**src/rtl/hazard_ctrl.sv**
```systemverilog
// Pipeline hazard controller: load-use / ID-branch stalls, EX/ID forwarding, MDU stall sequencer.
// Define HAZARD_PERF_EN to add the saturating stall_cyc / mdu_cyc / bubble_cnt counters.
module hazard_ctrl #(
  parameter int unsigned REG_AW  = 5,
  parameter int unsigned MUL_LAT = 4,
  parameter int unsigned DIV_LAT = 32
`ifdef HAZARD_PERF_EN
  ,
  parameter int unsigned PERF_W  = 32
`endif
) (
  input  logic              clk,
  input  logic              rst_n,
  input  logic [REG_AW-1:0] rs_d,
  input  logic [REG_AW-1:0] rt_d,
  input  logic [REG_AW-1:0] rs_e,
  input  logic [REG_AW-1:0] rt_e,
  input  logic [REG_AW-1:0] wreg_e,
  input  logic [REG_AW-1:0] wreg_m,
  input  logic [REG_AW-1:0] wreg_w,
  input  logic              we_e,
  input  logic              we_m,
  input  logic              we_w,
  input  logic              mem_to_reg_e,
  input  logic              mem_to_reg_m,
  input  logic              branch_d,
  input  logic              mdu_start_e,
  input  logic              mdu_div_e,
  output logic              stall_f,
  output logic              stall_d,
  output logic              stall_e,
  output logic              flush_e,
  output logic              flush_m,
  output logic              fwd_a_d,
  output logic              fwd_b_d,
  output logic [1:0]        fwd_a_e,
  output logic [1:0]        fwd_b_e,
  output logic              mdu_busy
`ifdef HAZARD_PERF_EN
  ,
  output logic [PERF_W-1:0] stall_cyc,
  output logic [PERF_W-1:0] mdu_cyc,
  output logic [PERF_W-1:0] bubble_cnt
`endif
);

  localparam int unsigned MAX_LAT = (MUL_LAT > DIV_LAT) ? MUL_LAT : DIV_LAT;
  localparam int unsigned CNT_W   = (MAX_LAT > 1) ? $clog2(MAX_LAT) : 1;

  typedef enum logic {S_IDLE = 1'b0, S_BUSY = 1'b1} state_e;

  state_e             state_q, state_d;
  logic [CNT_W-1:0]   cnt_q, cnt_d;
  logic               lw_stall_c, br_stall_c, mdu_stall_c;
  logic               wr_e_hit_c, ld_m_hit_c;

  // Register 0 is never a hazard source.
  assign wr_e_hit_c = we_e & (wreg_e != '0) & ((wreg_e == rs_d) | (wreg_e == rt_d));
  assign ld_m_hit_c = mem_to_reg_m & (wreg_m != '0) & ((wreg_m == rs_d) | (wreg_m == rt_d));
  assign lw_stall_c = mem_to_reg_e & (rt_e != '0) & ((rs_d == rt_e) | (rt_d == rt_e));
  assign br_stall_c = branch_d & (wr_e_hit_c | ld_m_hit_c);

  // MDU sequencer state register.
  always_ff @(posedge clk) begin
    if (!rst_n) begin
      state_q <= S_IDLE;
      cnt_q   <= '0;
    end else begin
      state_q <= state_d;
      cnt_q   <= cnt_d;
    end
  end

  // Next state: start is ignored while BUSY so the releasing op cannot retrigger.
  always_comb begin
    state_d = state_q;
    cnt_d   = cnt_q;
    unique case (state_q)
      S_IDLE: begin
        if (mdu_start_e) begin
          state_d = S_BUSY;
          cnt_d   = mdu_div_e ? CNT_W'(DIV_LAT - 1) : CNT_W'(MUL_LAT - 1);
        end
      end
      S_BUSY: begin
        if (cnt_q != '0) cnt_d = cnt_q - CNT_W'(1);
        else             state_d = S_IDLE;
      end
      default: state_d = S_IDLE;
    endcase
  end

  // Stall/flush outputs; MDU holds EX so it outranks lw/branch hazards.
  always_comb begin
    mdu_stall_c = ((state_q == S_IDLE) & mdu_start_e) | ((state_q == S_BUSY) & (cnt_q != '0));
    stall_f     = 1'b0;
    stall_d     = 1'b0;
    stall_e     = 1'b0;
    flush_e     = 1'b0;
    flush_m     = 1'b0;
    mdu_busy    = 1'b0;
    if (rst_n) begin
      mdu_busy = (state_q == S_BUSY);
      if (mdu_stall_c) begin
        stall_f = 1'b1;
        stall_d = 1'b1;
        stall_e = 1'b1;
        flush_m = 1'b1;
      end else if (lw_stall_c | br_stall_c) begin
        stall_f = 1'b1;
        stall_d = 1'b1;
        flush_e = 1'b1;
      end
    end
  end

  // Forward selects stay live through reset; MEM outranks WB.
  always_comb begin
    fwd_a_e = 2'b00;
    fwd_b_e = 2'b00;
    if (we_m & (wreg_m != '0) & (wreg_m == rs_e))      fwd_a_e = 2'b10;
    else if (we_w & (wreg_w != '0) & (wreg_w == rs_e)) fwd_a_e = 2'b01;
    if (we_m & (wreg_m != '0) & (wreg_m == rt_e))      fwd_b_e = 2'b10;
    else if (we_w & (wreg_w != '0) & (wreg_w == rt_e)) fwd_b_e = 2'b01;
    fwd_a_d = we_m & (wreg_m != '0) & (wreg_m == rs_d);
    fwd_b_d = we_m & (wreg_m != '0) & (wreg_m == rt_d);
  end

`ifdef HAZARD_PERF_EN
  logic [PERF_W-1:0] stall_cyc_q, mdu_cyc_q, bubble_cnt_q;

  // Saturating performance counters.
  always_ff @(posedge clk) begin
    if (!rst_n) begin
      stall_cyc_q  <= '0;
      mdu_cyc_q    <= '0;
      bubble_cnt_q <= '0;
    end else begin
      if (stall_f && (stall_cyc_q != '1))           stall_cyc_q  <= stall_cyc_q + PERF_W'(1);
      if (mdu_stall_c && (mdu_cyc_q != '1))         mdu_cyc_q    <= mdu_cyc_q + PERF_W'(1);
      if ((flush_e | flush_m) && (bubble_cnt_q != '1)) bubble_cnt_q <= bubble_cnt_q + PERF_W'(1);
    end
  end

  assign stall_cyc  = stall_cyc_q;
  assign mdu_cyc    = mdu_cyc_q;
  assign bubble_cnt = bubble_cnt_q;
`endif

endmodule

```
**config.mk**
```make
export PLATFORM = sky130hd
export DESIGN_NAME = hazard_ctrl
export DESIGN_NICKNAME = d
export VERILOG_FILES = /design/src/rtl/hazard_ctrl.sv
export SDC_FILE = /design/constraint.sdc
export NUM_CORES = 1
export LEC_CHECK = 0
export CAP_MARGIN = 20
export CORE_ASPECT_RATIO = 1.5
export CORE_MARGIN = 4
export CORE_UTILIZATION = 39
export DETAILED_ROUTE_END_ITERATION = 7
export GPL_TIMING_DRIVEN = 0
export PLACE_DENSITY = 0.89
export SLEW_MARGIN = 20
export SYNTH_ARGS = -nofsm -noshare
export SYNTH_HDL_FRONTEND = slang
export SYNTH_SLANG_ARGS = --single-unit
```
**constraint.sdc**
```tcl
create_clock -name clk -period 2.4 [get_ports clk]
set_input_delay 0.48 -clock clk [delete_from_list [all_inputs] [get_ports clk]]
set_output_delay 0.48 -clock clk [all_outputs]
set_load 0.01 [all_outputs]
```
==> metrics.csv, run 1 <==
stage,metric,value,unit
sta,rsz0062_at_grt,true,
clock_tree,clock_path_buffers,2,
floorplan,coreArea,2530,sq um
synthesis,synth_ff_type,dfxtp_1,
global_routing,grt_max_degree,9,
detailed_routing,post_drt_wl_per_cell,15.4,um
placement,place_inst,224,
detailed_routing,ant_nets,0,
critical_path,rr_startpoint,cnt_q[0]$_SDFFE_PN0P_,
clock_tree,cts_tree,yes,
synthesis,syn_area,1060,sq um
clock_tree,clk_latency,0.25,ns
layout,layout-drive-gt1-share,37.1,%
layout,final_util,71.8,%
synthesis,synth_warnings,0,
clock_tree,postCtsHoldBufs,0,
critical_path,crit_slowest_cell,nor3_2,
placement,hpwl,2.73,mm
floorplan,die_h,71.8,um
detailed_routing,firstDrtPassIters,4,
power,switching_share,38.7,%
critical_path,rr_worst_depth,9,
placement,portBuffers,46,
sta,fmax,0.418,GHz
synthesis,syn_avg_cell_area,7.45,sq um
min_path,hold_class,flop to flop,
critical_path,critical_path_class,input port to primary output,
power,p_int,353,uW
synthesis,ys_top_cells_by_area,"xnor2_1 (23%), xor2_1 (18%), dfxtp_1 (11%)",
sta,worst_slew_pin_slew,0.331,ns
layout,stdcell_area,1820,sq um
floorplan,die_w,50.5,um
power,seqPwrFrac,22.9,%
detailed_routing,drc,0,
synthesis,ys_ff_latch,6,
critical_path,start_kind,input port,
power,p_leak,0.000757,uW
layout,nFillCells,193,
critical_path,critPathArrivalTime,1.91,ns
critical_path,r2r_slack,0.87,ns
synthesis,synthCells,142,
global_routing,antenna_found_initial,0,
critical_path,startpoint,wreg_m[4],
placement,place.gp.congestion,0.900,
critical_path,slowest_delay,0.27,ns
layout,layout.nets,251,
detailed_routing,route.vias.total,1250,
layout,diodes,0,
detailed_routing,drt_wl_total,3.66,mm
sta,finClkSkew,0.0118,ns
synthesis,synth_compound_gate_area_share,13.3,%
sta,fin_crit_sh,99.7,%
layout,synthToLayoutAreaGrowth,72.0,%
critical_path,path_cells,"buf_12, xnor2_2, nand3_1, nor3_2, o2111ai_2, buf_4, a311oi_2, buf_2",
power,vdd_drop_max,0.309,mV
synthesis,synthMostInstantiatedCell,xnor2_1,
clock_tree,clockRootBuffer,clkbuf_4,
global_routing,grt_pass1_wl,6.02,mm
global_routing,grt_pass1_vias,1351,
synthesis,synth.area.mux_share,0,%
floorplan,rows,22,
critical_path,rr_endpoint,cnt_q[2]$_SDFFE_PN0P_,
sta,slew_violations,0,
sta,final-setup-viol-count,0,
power,p_per_area,316,nW/um^2
synthesis,netlist_top_cells_count,"xnor2_1 (28), xor2_1 (22), buf_2 (9), nand3_1 (9), nand2_1 (7)",
synthesis,synth_top_family_by_area,XOR/XNOR gates,
synthesis,async_flop_share,0,%
critical_path,crit_buf_inv,3,
detailed_routing,detail_route.iter0.violations,15,
critical_path,crit_cells,8,
clock_tree,clock-sinks,6,
layout,register_area,121,sq um
detailed_routing,vias_per_cell,5.25,
job,cap_viol_max_count,0,
synthesis,synth_edf_count,0,
synthesis,synth_cell_types,30,
sta,fin_crit,2.39,ns
synthesis,synth-simple-area-share,23.1,%
global_routing,globalRouteOverflowTotal,0,
synthesis,synth_xor_area_share,41.4,%
layout,multiInputGateArea,1040,sq um
sta,tns,0,ns
layout,fin_cells,238,
synthesis,syn_nets,189,
floorplan,io_pins,57,
sta,hold_violations,0,
synthesis,yosysSeqAreaShare,11.4,%
clock_tree,h-tree-depth,1,
placement,dpl_cell_area,1560,sq um
critical_path,worst_path_dominant_cell_family,buffers and inverters,
sta,slew-limit-headroom,77.9,%
clock_tree,clk_pin_slew,0.05,ns
floorplan,start_util,41.7,%
synthesis,yosysTopAreaCellShare,23.2,%
critical_path,cp-end-kind,primary output,
clock_tree,cts_buffers,3,
critical_path,cp_max_fo,5,
sta,holdWs,0.485,ns
power,clkPwrFrac,16.9,%
power,combPwrFrac,60.3,%
synthesis,synthAdderAreaFrac,2.37,%
global_routing,grt_use_total,20.7,%
critical_path,worstPathRequired,1.92,ns
power,p_switching,223,uW
outcome,status,"complete, no violations",
floorplan,die_area,3630,sq um
critical_path,critPathCapture,flush_e,
synthesis,synth_top_area_cell,xnor2_1,
==> routing by layer <==
| metal | track usage [%] | share of wire [%] |
|---|---|---|
| met1 | 21.6 | 36 |
| met2 | 40.6 | 57 |
| met3 | 1.66 | 4.5 |
| met4 | 9.28 | 2.1 |
| met5 | 0 | 0 |
==> how the worst min path moves through the flow <==
stage	start	cells past startpoint	endpoint	slack [ns]
2_1_floorplan	cnt_q[1]$_SDFFE_PN0P_	2	cnt_q[1]$_SDFFE_PN0P_	0.47
3_3_place_gp	cnt_q[1]$_SDFFE_PN0P_	2	cnt_q[1]$_SDFFE_PN0P_	0.49
3_5_place_dp	cnt_q[1]$_SDFFE_PN0P_	2	cnt_q[1]$_SDFFE_PN0P_	0.50
4_1_cts	cnt_q[1]$_SDFFE_PN0P_	2	cnt_q[1]$_SDFFE_PN0P_	0.49
5_1_grt	cnt_q[1]$_SDFFE_PN0P_	2	cnt_q[1]$_SDFFE_PN0P_	0.51
6_report	cnt_q[1]$_SDFFE_PN0P_	2	cnt_q[1]$_SDFFE_PN0P_	0.48
==> worst reg2reg max path, stage by stage, from the launching register on <==
cell	delay [ns]
dfxtp_2	0.33
inv_2	0.08
ha_1	0.14
inv_1	0.06
o41ai_4	0.23
and2_4	0.20
buf_6	0.10
buf_4	0.12
o21ai_1	0.08
a21oi_2	0.14
==> final cells by class <==
type | count | area share [%]
multi-input combinational | 118 | 57.4
timing repair buffer | 57 | 25.7
sequential | 6 | 6.68
buffer | 13 | 5.51
tap | 36 | 2.48
clock buffer | 3 | 1.24
inverter | 5 | 1.03
==> state kept, by name, indices dropped and copies added, names as in the netlist <==
register / count
cnt_q: 5
state_q: 1
==> placed cells by master, fill, tap and decap left out, types with 2 or more instances in the layout <==
master,Yosys,routed
a21oi_1,4,4
buf_2,9,16
buf_4,3,15
buf_6,0,4
clkbuf_2,0,5
clkbuf_4,0,3
clkdlybuf4s50_1,0,13
dfxtp_1,6,5
dlygate4sd2_1,0,12
ha_1,2,2
inv_1,5,3
inv_2,0,2
nand2_1,7,7
nand3_1,9,9
nor2_1,6,6
nor2b_1,4,4
nor3_1,6,2
nor3_2,0,3
nor4_1,5,2
nor4_2,0,2
o21ai_0,3,3
o21ai_1,3,3
or4_1,5,3
or4_4,0,2
xnor2_1,28,20
xnor2_2,0,8
xor2_1,22,22
==> metrics by stage <==
stage,total power (uW),setup WS [ns]
detailed placement,417,-0.820
CTS,540,0.000179
global route,616,-0.0821
floorplan,291,0.144
global placement,409,-0.804
finish,575,0.00792
==> repair_timing <==
item | CTS | global route
pin swaps | 18 | 26
buffers inserted | 6 | 5
setup endpoints to repair | 11 | 7
gates resized for setup | 87 | 57
==> cells by family (layout without fill, tap and decap cells) <==
kind of cell | Yosys count | in the layout
DFF | 6 | 6
AOI/OAI and AO/OA | 20 | 20
xor gates and xnor gates | 50 | 50
and+or+nand+nor | 46 | 46
adders and majority gates | 2 | 2
buffers and inverters | 18 | 78
==> power groups by stage <==
stage / clock (uW) / sequential [uW] / combinational (uW)
floorplan: 0 / 124 / 167
global placement: 0 / 128 / 281
detailed placement: 0 / 129 / 288
CTS: 100 / 130 / 310
global route: 106 / 133 / 377
finish: 97.0 / 132 / 347
Note: power is estimated with default switching activity, not from simulation.
==> run 2: changes to the inputs <==
- ABC_CLOCK_PERIOD_IN_PS: default -> 2400
- CORE_MARGIN: 4 -> default
==> run 2 against run 1 <==
  * Final area down 6.8%
  * Hold slack better by 0.0083 ns
  * Combinational power down 8.9%
  * Wire length down 10%
  * Die area down 19%
  * Clock power up 6%
  * Utilization down 4.2 points
  * Critical path depth down 2
  * Largest power group unchanged
==> metrics.csv, run 2 (same netlist as run 1, synthesis figures left out) <==
stage,metric,value,unit,change
clock_tree,cts_buffers,3,,unchanged
clock_tree,h-tree-depth,1,,unchanged
sta,fmax,0.424,GHz,+1.4%
detailed_routing,drt_wl_total,3.28,mm,-10%
floorplan,die_area,2930,sq um,-19%
placement,place.gp.congestion,0.789,,-12%
clock_tree,clock-sinks,6,,unchanged
critical_path,critical_path_class,input port to primary output,,
layout,final_common_cell,xnor2_1,,
critical_path,worstPathRequired,1.92,ns,about the same
floorplan,coreArea,2500,sq um,-1.1%
layout,synthToLayoutAreaGrowth,60.2,%,
critical_path,crit_slowest_cell,or4_4,,
detailed_routing,route.vias.total,1205,,-3.6%
placement,hpwl,2.47,mm,-9.3%
layout,top_register,cnt_q,,
job,cap_viol_max_count,0,,unchanged
placement,place_inst,224,,unchanged
layout,reg.largest.list,"cnt_q (5), state_q (1)",,
critical_path,critPathArrivalTime,1.88,ns,-0.03 ns
critical_path,rr_startpoint,cnt_q[1]$_SDFFE_PN0P_,,
layout,diodes,0,,unchanged
critical_path,rr_worst_depth,8,,-1
floorplan,die_h,65.8,um,-8.4%
power,vdd_drop_max,0.332,mV,+7.6%
min_path,min-delay-start,cnt_q[1]$_SDFFE_PN0P_,,
global_routing,globalRouteOverflowTotal,0,,unchanged
layout,layout.nets,245,,-2.4%
global_routing,grt_pass1_wl,5.09,mm,-15%
sta,final-setup-viol-count,0,,unchanged
layout,fin_cells,232,,-2.5%
layout,layout-drive-gt1-share,33.2,%,-4.0 points
clock_tree,clk_latency,0.26,ns,about the same
sta,fin_crit_sh,98.3,%,-1.4 points
power,seqPwrFrac,24.0,%,+1.1 points
floorplan,io_pins,57,,unchanged
clock_tree,clockRootBuffer,clkbuf_4,,
critical_path,startpoint,wreg_e[4],,
detailed_routing,firstDrtPassIters,6,,+2
power,combPwrFrac,57.3,%,-3.0 points
critical_path,start_kind,input port,,
outcome,status,"complete, no violations",,
critical_path,r2r_slack,0.93,ns,+0.06 ns
detailed_routing,vias_per_cell,5.19,,-1.1%
layout,largest_reg_flops,5,,unchanged
critical_path,path_cells,"buf_4, or4_4, o2111ai_4, a41oi_2, buf_4, buf_4",,
power,switching_share,39.6,%,+0.88 points
critical_path,cpMostUsedCell,buf_4,,
sta,slew_violations,0,,unchanged
sta,worst_slew_pin_slew,0.300,ns,-0.0311 ns
detailed_routing,ant_nets,0,,unchanged
power,p_per_area,325,nW/um^2,+2.8%
layout,final_util,67.6,%,-4.2 points
critical_path,cp-end-kind,primary output,,
floorplan,rows,22,,unchanged
clock_tree,clk_pin_slew,0.05,ns,about the same
power,p_switching,218,uW,-2.0%
clock_tree,clock_path_buffers,2,,unchanged
detailed_routing,drc,0,,unchanged
power,p_leak,0.000682,uW,-9.9%
global_routing,grt_use_total,23.4,%,+2.7 points
placement,portBuffers,46,,unchanged
critical_path,slowest_delay,0.55,ns,+0.28 ns
sta,hold_violations,0,,unchanged
detailed_routing,detail_route.iter0.violations,46,,+31
global_routing,antenna_found_initial,0,,unchanged
detailed_routing,post_drt_wl_per_cell,14.2,um,-7.9%
sta,finClkSkew,0.00853,ns,-0.00327 ns
floorplan,die_w,44.5,um,-12%
min_path,hold_class,flop to flop,,
clock_tree,cts_tree,yes,,
sta,fin_crit,2.36,ns,-0.0335 ns
critical_path,cp_max_fo,3,,-2
critical_path,rr_endpoint,cnt_q[2]$_SDFFE_PN0P_,,
power,clkPwrFrac,18.7,%,+1.8 points
global_routing,grt_max_degree,9,,unchanged
floorplan,start_util,42.2,%,+0.46 points
global_routing,grt_pass1_vias,1197,,-11%
layout,final_cell_mix,"xnor2_1 (24), xor2_1 (22), buf_2 (14), clkdlybuf4s50_1 (14), dlygate4sd2_1 (11)",,
critical_path,critPathCapture,stall_f,,
sta,slew-limit-headroom,80.0,%,+2.1 points
power,p_int,333,uW,-5.6%
-- run 2: cell types whose count changed in the layout (fill, tap and decap cells not counted), sizes merged --
cell           previous run  this run
buf                      37        28
clkbuf                    8        13
clkdlybuf4s15             2         1
clkdlybuf4s50            13        14
dlygate4sd2              12        11
dlymetal6s2s              1         0
-- run 2: worst max-delay path: cells and delay by family --
| kind | cells | cell delay, ns |
|---|---|---|
| AND/OR/NAND/NOR | 1 | 0.55 |
| buffers and inverters | 3 | 0.42 |
| AO/OA/AOI/OAI | 2 | 0.42 |
-- run 2: area by class of cell --
type / count / area [sq um]
fillers: 198 / 811
inverters: 5 / 18.8
plain buffers: 13 / 76.3
repair buffers: 51 / 418
clock buffers: 3 / 22.5
multi-input cells: 118 / 992
well taps: 36 / 45.0
flip-flops and latches: 6 / 121
-- run 2: metrics by stage --
stage                     worst slack (ns)  hold WS [ns]  total power [uW]  area, sq um  TNS (ns)
after floorplan                      0.144         0.470               291         1060         0
after global routing               -0.0213         0.516               583         1690   -0.0323
after global placement              -0.741         0.492               408         1560     -4.56
final                               0.0414         0.493               551         1690         0
after detailed placement            -0.757         0.514               416         1560     -4.67
after CTS                         -0.00208         0.492               535         1690  -0.00208
-- run 2: worst min-delay path by stage --
stage                                 end  slack [ns]  cells past startpoint
CTS                 cnt_q[1]$_SDFFE_PN0P_        0.49                      2
finish              cnt_q[1]$_SDFFE_PN0P_        0.49                      2
global placement    cnt_q[1]$_SDFFE_PN0P_        0.49                      2
global route        cnt_q[1]$_SDFFE_PN0P_        0.52                      2
detailed placement  cnt_q[1]$_SDFFE_PN0P_        0.51                      2
floorplan           cnt_q[1]$_SDFFE_PN0P_        0.47                      2
-- run 2: per-layer routing --
metal | wire, um | GRT usage (%) | vias up
met2 | 1880 | 46.3 | 45
met5 | 0 | 0 | -
met4 | 104 | 14.0 | 0
li1 | - | - | 592
met1 | 1130 | 21.0 | 556
met3 | 175 | 3.01 | 12
-- run 2: power groups by stage --
| stage | Combinational, uW | Sequential, uW | Clock (uW) |
|---|---|---|---|
| 5_1_grt | 342 | 134 | 106 |
| 2_1_floorplan | 167 | 124 | 0 |
| 3_3_place_gp | 281 | 128 | 0 |
| 3_5_place_dp | 287 | 128 | 0 |
| 6_report | 316 | 132 | 103 |
| 4_1_cts | 302 | 130 | 103 |
-- run 2: repair_timing --
| item | in CTS | in global routing |
|---|---|---|
| hold buffers | 0 | 0 |
| gates resized for setup | 76 | 50 |
| pin swaps | 20 | 19 |
| setup endpoints to repair | 11 | 7 |
| setup buffers | 5 | 0 |
==> edit, RTL diff (flow settings as in run 1) <==
The parameter `REG_AW` goes from 5 to 6.
--- a/src/rtl/hazard_ctrl.sv
+++ b/src/rtl/hazard_ctrl.sv
@@ -3,3 +3,3 @@
 module hazard_ctrl #(
-  parameter int unsigned REG_AW  = 5,
+  parameter int unsigned REG_AW  = 6,
   parameter int unsigned MUL_LAT = 4,
Interface: changed (7 resized); port bits go from 57 to 64. No check against the original RTL was run, so the function may have changed too.
==> edit against run 1 <==
The run now ends with negative setup slack left; worst setup slack worse by 0.28 ns; clock power up 59%; sequential cell count unchanged; synthesized cell count up 12%; synthesized area up 9.2%; via count up 8.2%; cell area down 0.21%; count of clock-buffer cells in the layout unchanged; first-iteration DRC count up 73%; total power up 6.2%; non-clock buffer count down 1; routed wire length up 6.3%; register-to-register slack better by 0.21 ns; critical path type unchanged.
==> edit: results (changes against run 1) <==
[outcome]
status=complete, but fails checks  ; was finished, final reports clean
violations=negative setup slack

[placed_design]
post-place-ws_ns=-1.08  ; was -0.820 ns
dp.final_hpwl_um=3100  ; was 2730 um
place.gp.congestion=0.824  ; was 0.900
placedCellCount=247  ; was 224
port_buffers=51  ; was 46

[sta]
slew_headroom_pct=76.4  ; was 77.9%
layout_setup_ws_ns=-0.274  ; was 0.00792 ns
finalSetupViolations=3  ; was 0

[yosys]
syn-num-nets=213  ; was 189
synth.top_cells.by_count=xnor2_1 (48), xor2_1 (12), clkbuf_1 (11), nand2_1 (11)  ; was xnor2_1 (28), xor2_1 (22), buf_2 (9), nand3_1 (9), nand2_1 (7)
synthAdderAreaFrac_pct=2.17  ; was 2.37%
ys_types=32  ; was 30
synthCells=159  ; was 142
synth_compound_area_share_pct=12.1  ; was 13.3%

[pwr]
p_seq_uw=122  ; was 132 uW
peakVddDrop_v=0.000231  ; was 0.000309 V
p_leak_nw=0.703  ; was 0.757 nW
p_comb_share_pct=54.8  ; was 60.3%

[setup_path]
arrival_ns=2.19  ; was 1.91 ns
crit_family=compound AO/OA/AOI/OAI gates  ; was buffers and inverters
worst-path-max-fanout=3  ; was 5
cpMaxStageDelayCell=or4_4  ; was nor3_2

[cells_and_area]
layout.area.seq_um2=120  ; was 121 um^2

[global_routing]
grt_pass1_vias=1444  ; was 1351

[cts]
root_buffer=clkbuf_8  ; was clkbuf_4
cts_resized=77  ; was 87

[detailed_routing]
avgViaCountPerCell=5.35  ; was 5.25
first_iter_violations=26  ; was 15

## edit: changes by cell type after synthesis, sizes merged, moves of 7 or more
cell,run 1,this run
clkbuf,1,11
nand4,0,8
xnor2,28,48
nand3,9,2
buf,12,4
xor2,22,12
## edit: layer usage
metal	wire, um	GRT usage, %
met3	360	5.35
met2	2010	38.8
met1	1270	17.5
met5	0	0
met4	251	15.1
## edit: layout make-up
cell class,instances,share of cell area [%]
inverters,5,1.03
multi-input cells,133,55.9
repair buffers,55,27.3
well taps,37,2.55
flip-flops and latches,6,6.62
clock buffers,3,2.28
plain buffers,14,4.34
## edit: final timing paths
| check | start | endpoint | slack [ns] | cells after the start |
|---|---|---|---|---|
| min reg2reg | cnt_q[4] | cnt_q[4] | 0.48 | 2 |
| max reg2reg | cnt_q[0] | cnt_q[2] | 1.08 | 6 |
| min | cnt_q[4] | cnt_q[4] | 0.48 | 2 |
| max | wreg_e[1] | stall_f | -0.27 | 8 |
